### src/rtl/fp_pkg.sv
// fp_pkg: shared op encodings, operand class struct and canonical-NaN builder
package fp_pkg;
   typedef enum logic [1:0] {
      OP_FMIN   = 2'b00,
      OP_FMAX   = 2'b01,
      OP_REDMIN = 2'b10,
      OP_REDMAX = 2'b11
   } op_e;
   typedef struct packed {
      logic sign;
      logic is_nan;
      logic is_snan;
      logic is_zero;
   } fp_class_t;
   // Canonical quiet NaN: sign 0, exponent all-ones, only mantissa MSB set.
   // Callers truncate the 64-bit result to their own format width.
   function automatic logic [63:0] canon_nan(input int exp_w, input int man_w);
      logic [63:0] r;
      r = '0;
      for (int i = 0; i < exp_w; i++) r[man_w+i] = 1'b1;
      r[man_w-1] = 1'b1;
      return r;
   endfunction
endpackage

### src/rtl/fminmax_pipe_if.sv
// fminmax_pipe_if: operand/result handshake bundle
//   master drives in_valid/op/a/b/last/out_ready; slave drives in_ready/out_valid/result/nv
interface fminmax_pipe_if #(parameter int WIDTH = 32);
   logic             in_valid, in_ready, last, out_valid, out_ready, nv;
   logic [1:0]       op;
   logic [WIDTH-1:0] a, b, result;
   modport master (output in_valid, op, a, b, last, out_ready,
                   input  in_ready, out_valid, result, nv);
   modport slave  (input  in_valid, op, a, b, last, out_ready,
                   output in_ready, out_valid, result, nv);
endinterface

### src/rtl/fp_classify.sv
// fp_classify: combinational operand classifier
//   x: floating-point operand; cls: sign, NaN, signalling NaN and zero flags
module fp_classify import fp_pkg::*; #(
   parameter int EXP_W = 8,
   parameter int MAN_W = 23
) (
   input  logic [EXP_W+MAN_W:0] x,
   output fp_class_t            cls
);
   logic exp_ones, exp_zero, man_zero;
   assign exp_ones = &x[EXP_W+MAN_W-1:MAN_W];
   assign exp_zero = ~|x[EXP_W+MAN_W-1:MAN_W];
   assign man_zero = ~|x[MAN_W-1:0];
   assign cls = fp_class_t'{
      sign:    x[EXP_W+MAN_W],
      is_nan:  exp_ones & ~man_zero,
      is_snan: exp_ones & ~man_zero & ~x[MAN_W-1],
      is_zero: exp_zero & man_zero
   };
endmodule

### src/rtl/fminmax_pipe.sv
// fminmax_pipe: 2-stage floating-point min/max with streaming min/max reduction
//   clk/rst: clock and async active-high reset
//   bus (slave): in_valid/in_ready/op/a/b/last operand side, out_valid/out_ready/result/nv result side
module fminmax_pipe import fp_pkg::*; #(
   parameter int EXP_W = 8,
   parameter int MAN_W = 23
) (
   input logic           clk,
   input logic           rst,
   fminmax_pipe_if.slave bus
);
   localparam int WIDTH = 1 + EXP_W + MAN_W;
   localparam logic [WIDTH-1:0] QNAN = WIDTH'(canon_nan(EXP_W, MAN_W));
   fp_class_t        ca, cb, s1_ca, s1_cb, xc, yc;
   op_e              s1_op;
   logic [WIDTH-1:0] s1_a, s1_b, acc, res, x, y, mm;
   logic             s1_valid, s1_last, s2_valid, acc_nv, acc_nan, res_nv;
   logic             s1_advance, red, sel_max, x_lt_y, y_lt_x, emit, mm_nv;
   fp_classify #(.EXP_W(EXP_W), .MAN_W(MAN_W)) u_cls_a (.x(bus.a), .cls(ca));
   fp_classify #(.EXP_W(EXP_W), .MAN_W(MAN_W)) u_cls_b (.x(bus.b), .cls(cb));
   assign s1_advance    = ~s2_valid | bus.out_ready;
   assign bus.in_ready  = ~s1_valid | s1_advance;
   assign bus.out_valid = s2_valid;
   assign bus.result    = res;
   assign bus.nv        = res_nv;
   // acc only ever holds the canonical qNaN or a non-NaN value, so it can never be signalling
   assign acc_nan = &acc[WIDTH-2:MAN_W] & |acc[MAN_W-1:0];
   // Reductions compare (acc, a); pairwise ops compare (a, b). x is the operand kept on ties.
   always_comb begin
      red     = (s1_op == OP_REDMIN) || (s1_op == OP_REDMAX);
      sel_max = (s1_op == OP_FMAX) || (s1_op == OP_REDMAX);
      x       = red ? acc : s1_a;
      y       = red ? s1_a : s1_b;
      xc      = red ? fp_class_t'{sign: acc[WIDTH-1], is_nan: acc_nan, is_snan: 1'b0,
                                  is_zero: ~|acc[WIDTH-2:0]} : s1_ca;
      yc      = red ? s1_ca : s1_cb;
      // Sign decides first (so -0 < +0); same sign compares magnitude, reversed when negative.
      x_lt_y  = (xc.sign != yc.sign) ? xc.sign :
                (xc.is_zero & yc.is_zero) ? 1'b0 :
                xc.sign ? (x[WIDTH-2:0] > y[WIDTH-2:0]) : (x[WIDTH-2:0] < y[WIDTH-2:0]);
      y_lt_x  = (xc.sign != yc.sign) ? yc.sign :
                (xc.is_zero & yc.is_zero) ? 1'b0 :
                yc.sign ? (y[WIDTH-2:0] > x[WIDTH-2:0]) : (y[WIDTH-2:0] < x[WIDTH-2:0]);
      mm      = (xc.is_nan & yc.is_nan) ? QNAN :
                xc.is_nan ? y :
                yc.is_nan ? x :
                (sel_max ? x_lt_y : y_lt_x) ? y : x;
      mm_nv   = (red & acc_nv) | xc.is_snan | yc.is_snan;
      emit    = ~red | s1_last;
   end
   always_ff @(posedge clk) begin
      if (bus.in_ready) begin
         s1_op   <= op_e'(bus.op);
         s1_a    <= bus.a;
         s1_b    <= bus.b;
         s1_last <= bus.last;
         s1_ca   <= ca;
         s1_cb   <= cb;
      end
   end
   always_ff @(posedge clk or posedge rst) begin
      if (rst) begin
         s1_valid <= 1'b0;
         s2_valid <= 1'b0;
         res      <= '0;
         res_nv   <= 1'b0;
         acc      <= QNAN;
         acc_nv   <= 1'b0;
      end else begin
         if (bus.in_ready) s1_valid <= bus.in_valid;
         if (s1_advance) begin
            s2_valid <= s1_valid & emit;
            if (s1_valid & emit) begin
               res    <= mm;
               res_nv <= mm_nv;
            end
            // A last beat emits and restarts the reduction in the same cycle.
            if (s1_valid & red) begin
               acc    <= s1_last ? QNAN : mm;
               acc_nv <= ~s1_last & mm_nv;
            end
         end
      end
   end
endmodule

### src/flat_wrapper.sv
// flat-port wrapper written by rule: the top's interface ports become plain ports
module fminmax_pipe_flat import fp_pkg::*;
#(
   parameter int EXP_W = 8,
   parameter int MAN_W = 23
)
  (clk, rst, bus_in_valid, bus_op, bus_a, bus_b, bus_last, bus_out_ready, bus_in_ready, bus_out_valid, bus_result, bus_nv);
  fminmax_pipe_if bus_i ();
  input logic clk;
  input logic rst;
  input wire logic [$bits(bus_i.in_valid)-1:0] bus_in_valid;
  input wire logic [$bits(bus_i.op)-1:0] bus_op;
  input wire logic [$bits(bus_i.a)-1:0] bus_a;
  input wire logic [$bits(bus_i.b)-1:0] bus_b;
  input wire logic [$bits(bus_i.last)-1:0] bus_last;
  input wire logic [$bits(bus_i.out_ready)-1:0] bus_out_ready;
  output wire logic [$bits(bus_i.in_ready)-1:0] bus_in_ready;
  output wire logic [$bits(bus_i.out_valid)-1:0] bus_out_valid;
  output wire logic [$bits(bus_i.result)-1:0] bus_result;
  output wire logic [$bits(bus_i.nv)-1:0] bus_nv;
  assign bus_i.in_valid = bus_in_valid;
  assign bus_i.op = bus_op;
  assign bus_i.a = bus_a;
  assign bus_i.b = bus_b;
  assign bus_i.last = bus_last;
  assign bus_i.out_ready = bus_out_ready;
  assign bus_in_ready = bus_i.in_ready;
  assign bus_out_valid = bus_i.out_valid;
  assign bus_result = bus_i.result;
  assign bus_nv = bus_i.nv;
  fminmax_pipe #(.EXP_W(EXP_W), .MAN_W(MAN_W)) u_core (.clk(clk), .rst(rst), .bus(bus_i));
endmodule
### config.mk
export PLATFORM = sky130hd
export DESIGN_NAME = fminmax_pipe_flat
export DESIGN_NICKNAME = d
export VERILOG_FILES = /design/src/rtl/fp_pkg.sv /design/src/rtl/fminmax_pipe_if.sv /design/src/rtl/fp_classify.sv /design/src/rtl/fminmax_pipe.sv /design/src/flat_wrapper.sv
export SDC_FILE = /design/constraint.sdc
export NUM_CORES = 1
export LEC_CHECK = 0
export ABC_AREA = 1
export CORE_ASPECT_RATIO = 0.9
export CORE_MARGIN = 2
export CORE_UTILIZATION = 45
export DETAILED_ROUTE_END_ITERATION = 16
export DONT_BUFFER_PORTS = 1
export PLACE_DENSITY = 0.72
export SETUP_SLACK_MARGIN = 0.3
export SLEW_MARGIN = 25
export SYNTH_ARGS = -nofsm -noshare
export SYNTH_HDL_FRONTEND = slang
export SYNTH_SLANG_ARGS = --single-unit
### constraint.sdc
create_clock -name clk -period 5.9 [get_ports clk]
set_clock_uncertainty 0.2 [all_clocks]
set_input_delay 0.295 -clock clk [delete_from_list [all_inputs] [get_ports clk]]
set_output_delay 0.295 -clock clk [all_outputs]
set_load 0.01 [all_outputs]
==> results of run 1 <==
[how the worst min path moves through the flow]
| stage | cells past startpoint | endpoint | from | slack (ns) |
|---|---|---|---|---|
| 3_5_place_dp | 0 | u_core.s1_last | bus_last | 0.19 |
| 4_1_cts | 3 | u_core.s1_cb[0] | bus_b[20] | 0.04 |
| 2_1_floorplan | 0 | u_core.s1_a[0] | bus_a[0] | 0.19 |
| 6_report | 3 | u_core.s1_ca[0] | bus_a[20] | 0.05 |
| 3_3_place_gp | 0 | u_core.s1_last | bus_last | 0.19 |
| 5_1_grt | 3 | u_core.s1_cb[0] | bus_b[20] | 0.04 |
[cells in the mapped netlist, drive strengths merged (14+ instances only)]
library cell	number	area share (%)
nand2	245	13
o21ai	106	7.2
inv	105	5.4
nand3	77	5.3
edfxtp	73	30
dfrtp	59	20
nor2	36	1.9
ha	31	5.3
clkbuf	25	1.3
nand4	20	1.7
buf	15	1.3
nor4	14	1.2
[flip-flops by register name (all words and copies together) (netlist names)]
| register | cells |
|---|---|
| u_core.bus.out_valid | 1 |
| u_core.bus.nv | 1 |
| u_core.s1_op | 2 |
| u_core.s1_cb | 3 |
| u_core.s1_valid | 1 |
| u_core.s1_ca | 3 |
| u_core.s1_last | 1 |
| u_core.bus.result | 32 |
| u_core.acc_nv | 1 |
| u_core.acc | 32 |
| u_core.s1_b | 32 |
| u_core.s1_a | 32 |
[cell type report]
type	instances	area [µm²]	share of cell area [%]
Sequential cell	141	3910	44.5
Clock buffer	18	429	4.89
Inverter	106	400	4.57
Tap cell	207	259	2.95
Multi-Input combinational cell	566	2840	32.4
Timing Repair Buffer	75	742	8.46
Clock inverter	14	193	2.20
[metal layers]
layer	track usage [%]	wire, µm	vias to the layer above
met1	34.5	9270	2622
met3	6.40	1780	17
met4	6.66	253	0
li1	-	-	2955
met5	0	0	-
met2	28.7	7330	279
[through the flow]
| stage | hold slack (ns) | total power, W | setup slack (ns) | util, % |
|---|---|---|---|---|
| global route | 0.0381 | 0.00401 | 1.42 | 54.7 |
| detailed placement | 0.194 | 0.00260 | 1.67 | 46.5 |
| finish | 0.0461 | 0.00377 | 1.76 | 54.7 |
| floorplan | 0.194 | 0.00232 | 2.84 | - |
| global placement | 0.194 | 0.00259 | 1.68 | 46.5 |
| CTS | 0.0377 | 0.00377 | 1.63 | 54.7 |
[cell families (layout without fill, tap and decap cells)]
family | after synthesis | in the layout | synth area share, %
and+or+nand+nor | 404 | 404 | 23.7
AOI/OAI and AO/OA | 123 | 123 | 8.63
DFF | 141 | 141 | 53.3
adders and majority gates | 31 | 31 | 5.30
muxes | 6 | 6 | 0.820
xor gates and xnor gates | 2 | 2 | 0.239
buffers and inverters | 146 | 213 | 8.05
[worst max-delay path, cell delays in order (launching register included)]
cell and delay (ns):
edfxtp_1 0.34, buf_6 0.56, inv_4 0.17, nor2_2 0.17
a21oi_1 0.09, ha_1 0.32, nand2_1 0.13, a21oi_1 0.07
o21ai_0 0.15, nand2_1 0.07, nor2_1 0.15, nand2_1 0.07
nand3_1 0.07, nand2_1 0.06, nand3_2 0.05, buf_4 0.33
nand2_2 0.45, nand2_1 0.17, nand3_1 0.16, o21ai_0 0.21
[what timing repair did]
item,4_1_cts,5_1_grt
gates resized for setup,0,0
hold endpoints to repair,132,0
setup buffers,0,0
hold buffers,70,0
[report_power, final]
part | internal (W) | switching, W | total, W | leakage (nW)
sequential | 0.00131 | 0.000253 | 0.00157 | 1.60
clock | 0.000708 | 0.000420 | 0.00113 | 0.298
combinational | 0.000375 | 0.000704 | 0.00108 | 2.19
total | 0.00239 | 0.00138 | 0.00377 | 4.09
==> results.tsv, run 1 <==
metric	value	unit
final_cell_mix	242 x nand2_1, 102 x inv_1, 76 x nand3_1	
yosysUniqueCellTypes	34	
finalSetupViolations	0	
end_kind	register	
synth_edf_count	73	
numCtsBuffers	17	
reg2reg_from	u_core.s1_op[1]	
core_area	16000	µm²
initial_core_util	45.7	%
ys_seq_area_share	53.3	%
portBuffers	0	
crit_path_end	u_core.acc[31]	
grt_max_degree	120	
drv_slew	0	
clk_latency	0.43	ns
crit_path_start	u_core.s1_op[1]	
grt_pass1_wl	29700	µm
ys_ff_latch	141	
n_fill_cell	1392	
wl	18600	µm
die_area	17300	µm²
via_per_inst	5.21	
grt_pass1_vias	5411	
ant_nets	0	
yosysWarnings	0	
nNetsFinal	1009	
max_slew_margin	34.4	%
async_flop_share	48.2	%
clock_tree.htree_level_count	4	
dpl.hpwl	12900	µm
die_y	125	µm
layout.cells.non_filler	1127	
ios	106	
vias	5873	
worstPathMaxFanout	119	
path_clk_slew	0.06	ns
powerDensity	430	nW/µm²
fin_area	8770	µm²
grt_usage	21.9	%
r2r-end	u_core.acc[31]	
drv_cap	0	
run_status	completed	
hold_path.class	in -> reg	
dpl_cell_area	7440	µm²
worst_slew_pin_slew	0.984	ns
startpoint_type	register	
clock.fmax	241	MHz
final_common_cell	nand2_1	
irDropWorstVdd	0.240	mV
path_class	reg -> reg	
synth.net_count	955	
regToRegSetupSlack	1.76	ns
placedCellCount	1025	
leakagePower	4.09	nW
first_pass_iters	6	
fp-row-count	44	
post-route-min-period	4.14	ns
grt_overflow	0	
grt_setup_unrepaired	no	
syn_avg_cell_area	8.59	µm²
layout-drive-gt1-share	6.09	%
drt_iter0_drc	742	
cp.required	6.04	ns
tns	0	ns
diodes	0	
synth_flop_cell	edfxtp_1	
antenna_found_initial	0	
crit_arrival	4.28	ns
cts.sinks	141	
reg2reg_depth	19	
cts_tree	yes	
area_growth_syn_to_layout	19.7	%
clk_path_buf_depth	2	
finalHoldViolations	0	
drc_errors	0	
synth_area	7320	µm²
synth_cells	853	
wl_per_cell	16.5	µm
post-route-period-util	70.2	%
die_w	138	µm
root_buffer	clkbuf_16	
globalplace.congestion	0.926	
No activity file was read; power rests on OpenSTA's default activity.
==> run 2: changes to the inputs <==
--- a/config.mk
+++ b/config.mk
@@ -5,13 +5,13 @@
 export SDC_FILE = /design/constraint.sdc
 export NUM_CORES = 1
 export LEC_CHECK = 0
-export ABC_AREA = 1
+export ABC_AREA = 0
 export CORE_ASPECT_RATIO = 0.9
 export CORE_MARGIN = 2
 export CORE_UTILIZATION = 45
 export DETAILED_ROUTE_END_ITERATION = 16
 export DONT_BUFFER_PORTS = 1
-export PLACE_DENSITY = 0.72
+export PLACE_DENSITY = 0.74
 export SETUP_SLACK_MARGIN = 0.3
 export SLEW_MARGIN = 25
 export SYNTH_ARGS = -nofsm -noshare
==> constraint.sdc (replaced) <==
create_clock -name clk -period 3.4 [get_ports clk]
set_clock_uncertainty 0.2 [all_clocks]
set_input_delay 0.17 -clock clk [delete_from_list [all_inputs] [get_ports clk]]
set_output_delay 0.17 -clock clk [all_outputs]
set_load 0.01 [all_outputs]
==> results.tsv, run 2 <==
metric	value	unit
numCtsBuffers	17	
p_switching	0.00248	W
path_class	reg -> reg	
finalSetupViolations	64	
yosysWarnings	0	
drt_iter0_drc	541	
syn_avg_cell_area	12.8	µm²
die_w	135	µm
cts.sinks	141	
cts_tree	yes	
grt_max_degree	76	
fin_util	65.7	%
synth_flop_cell	edfxtp_1	
root_buffer	clkbuf_16	
core_area	14900	µm²
synth_cells	538	
clk_latency	0.42	ns
worst_slew_pin_slew	1.00	ns
leakagePower	3.89	nW
end_kind	register	
finalHoldViolations	0	
async_flop_share	48.2	%
wl_per_cell	22.3	µm
sw_frac_of_total	33.9	%
fp-row-count	42	
tns	-18.64	ns
yosysTopAreaCellShare	31.8	%
dpl.hpwl	13300	µm
ys_ff_latch	141	
p_clk_share	26.9	%
post-route-period-util	111	%
via_per_inst	6.02	
cp.required	3.51	ns
area_growth_syn_to_layout	41.7	%
layout.area.seq	3910	µm²
yosysUniqueCellTypes	45	
grt_pass1_wl	29200	µm
synth_largest_area_cell	edfxtp_1	
pwr-share-comb	35.3	%
drc_errors	0	
drv_slew	0	
yosys-top-cells-count	73 x edfxtp_1, 59 x dfrtp_1, 46 x a21oi_1	
hold_path.class	in -> reg	
p_seq_share	37.9	%
synthTopCellsByArea	edfxtp_1 32%, dfrtp_1 21%, ha_1 5.6%	
synthMostInstantiatedCell	edfxtp_1	
initial_core_util	46.4	%
n_fill_cell	1018	
synth_edf_count	73	
irDropWorstVdd	0.486	mV
synth.net_count	640	
diodes	0	
crit_path_start	u_core.s1_op[1]	
min-delay-start	bus_b[8]	
ios	106	
wl	20200	µm
grt_usage	23.9	%
worstPathMaxFanout	11	
final_common_cell	buf_4	
vias	5456	
die_y	121	µm
drv_cap	0	
finalPower	0.00731	W
intPower	0.00484	W
clock.fmax	266	MHz
globalplace.congestion	0.971	
layout.cells.non_filler	906	
nNetsFinal	797	
fin_ws	-0.363	ns
clk_path_buf_depth	2	
grt_pass1_vias	5266	
violations	setup timing	
max_slew_margin	33.2	%
placedCellCount	791	
crit_arrival	3.87	ns
reg2reg_from	u_core.s1_op[1]	
whs	0.0430	ns
die_area	16300	µm²
final_cell_mix	84 x buf_4, 73 x edfxtp_1, 70 x dlygate4sd3_1	
synth_area	6900	µm²
post-route-min-period	3.76	ns
path_clk_slew	0.06	ns
layout-drive-gt1-share	35.3	%
powerDensity	748	nW/µm²
startpoint_type	register	
run_status	finished with violations	
grt_setup_unrepaired	yes	
grt_overflow	0	
ant_nets	0	
multi_input_area	3300	µm²
ys_seq_area_share	56.6	%
clock_tree.htree_level_count	4	
portBuffers	0	
first_pass_iters	5	
antenna_found_initial	0	
[run 2: cell count changes after synthesis, sizes merged, moves of 18 or more]
| cell | previous run | this run |
|---|---|---|
| a21oi | 13 | 46 |
| a22o | 1 | 44 |
| nand2 | 245 | 16 |
| inv | 105 | 7 |
| o22a | 0 | 18 |
| a211oi | 0 | 32 |
| nor2 | 36 | 12 |
| mux2i | 6 | 38 |
| o21ai | 106 | 10 |
| nand3 | 77 | 6 |
| mux2 | 0 | 29 |
[run 2: cells by family (layout without fill, tap and decap cells)]
kind of cell,Yosys count,after routing,synth area share [%]
AND/OR/NAND/NOR,96,96,7.69
multiplexers,67,67,10.5
adder cells (fa/ha/maj),31,31,5.62
XOR/XNOR,2,2,0.254
buffers and inverters,40,210,2.49
flip-flops,141,141,56.6
AO/OA/AOI/OAI,161,161,16.9
[run 2: worst max-delay path, cell delays in order, from the launching register on]
cell and delay [ns]:
edfxtp_1 0.41, buf_6 0.16, buf_8 0.14, clkbuf_16 0.16
mux2_4 0.32, ha_4 0.17, a211oi_2 0.22, nor2_1 0.07
o31ai_1 0.24, o211ai_1 0.17, a21oi_2 0.24, mux2i_4 0.37
a21o_4 0.25, clkbuf_16 0.19, a21oi_1 0.10, a22o_1 0.22
[run 2: power by group through the flow]
stage / Clock [W] / Sequential, W / Combinational [W]
2_1_floorplan: 0 / 0.00258 / 0.00135
3_3_place_gp: 0 / 0.00276 / 0.00185
3_5_place_dp: 0 / 0.00277 / 0.00193
4_1_cts: 0.00198 / 0.00275 / 0.00210
5_1_grt: 0.00206 / 0.00281 / 0.00276
6_report: 0.00196 / 0.00277 / 0.00258
[run 2: path summary, 6_finish.rpt]
| kind | to | slack [ns] | cells past startpoint |
|---|---|---|---|
| worst max-delay path | u_core.bus.result[15] | -0.36 | 15 |
| worst min-delay path | u_core.s1_cb[0] | 0.04 | 4 |
| worst max register to register | u_core.bus.result[15] | -0.36 | 15 |
| worst min register to register | u_core.acc[31] | 0.35 | 2 |
| max in group asynchronous | u_core.acc[4] | 2.20 | 3 |
| min in group asynchronous | u_core.bus.result[25] | 0.12 | 2 |
[run 2: per-layer routing]
| layer | vias to the layer above | global-route usage, % | share of wire, % | wire length [µm] |
|---|---|---|---|---|
| met5 | - | 0 | 0 | 0 |
| met4 | 0 | 8.62 | 2.0 | 411 |
| met3 | 32 | 6.22 | 8.3 | 1670 |
| met2 | 288 | 32.6 | 44 | 8800 |
| met1 | 2663 | 36.3 | 46 | 9330 |
| li1 | 2473 | - | - | - |
[run 2: final cells by class]
type | count | area share, %
sequential | 141 | 40.0
multi-input combinational | 357 | 33.8
timing repair buffer | 171 | 16.8
clock buffer | 25 | 5.62
tap | 198 | 2.53
clock inverter | 7 | 0.986
inverter | 7 | 0.294
[run 2: timing repair]
action                                 in CTS  in global routing
setup buffers                               5                  2
endpoints found under the hold margin     130                  0
setup endpoints to repair                  64                 64
pin swaps                                   4                 16
cloned                                      1                  5
gates resized for setup                    24                 71
hold buffers                               70                  0
[run 2: stage by stage]
| stage | cell area [µm²] | setup slack (ns) |
|---|---|---|
| after floorplan | 7010 | 0.000637 |
| after global placement | 7730 | -0.249 |
| after detailed placement | 7730 | -0.375 |
| after CTS | 9290 | -0.222 |
| after global routing | 9770 | -0.466 |
| final | 9770 | -0.363 |
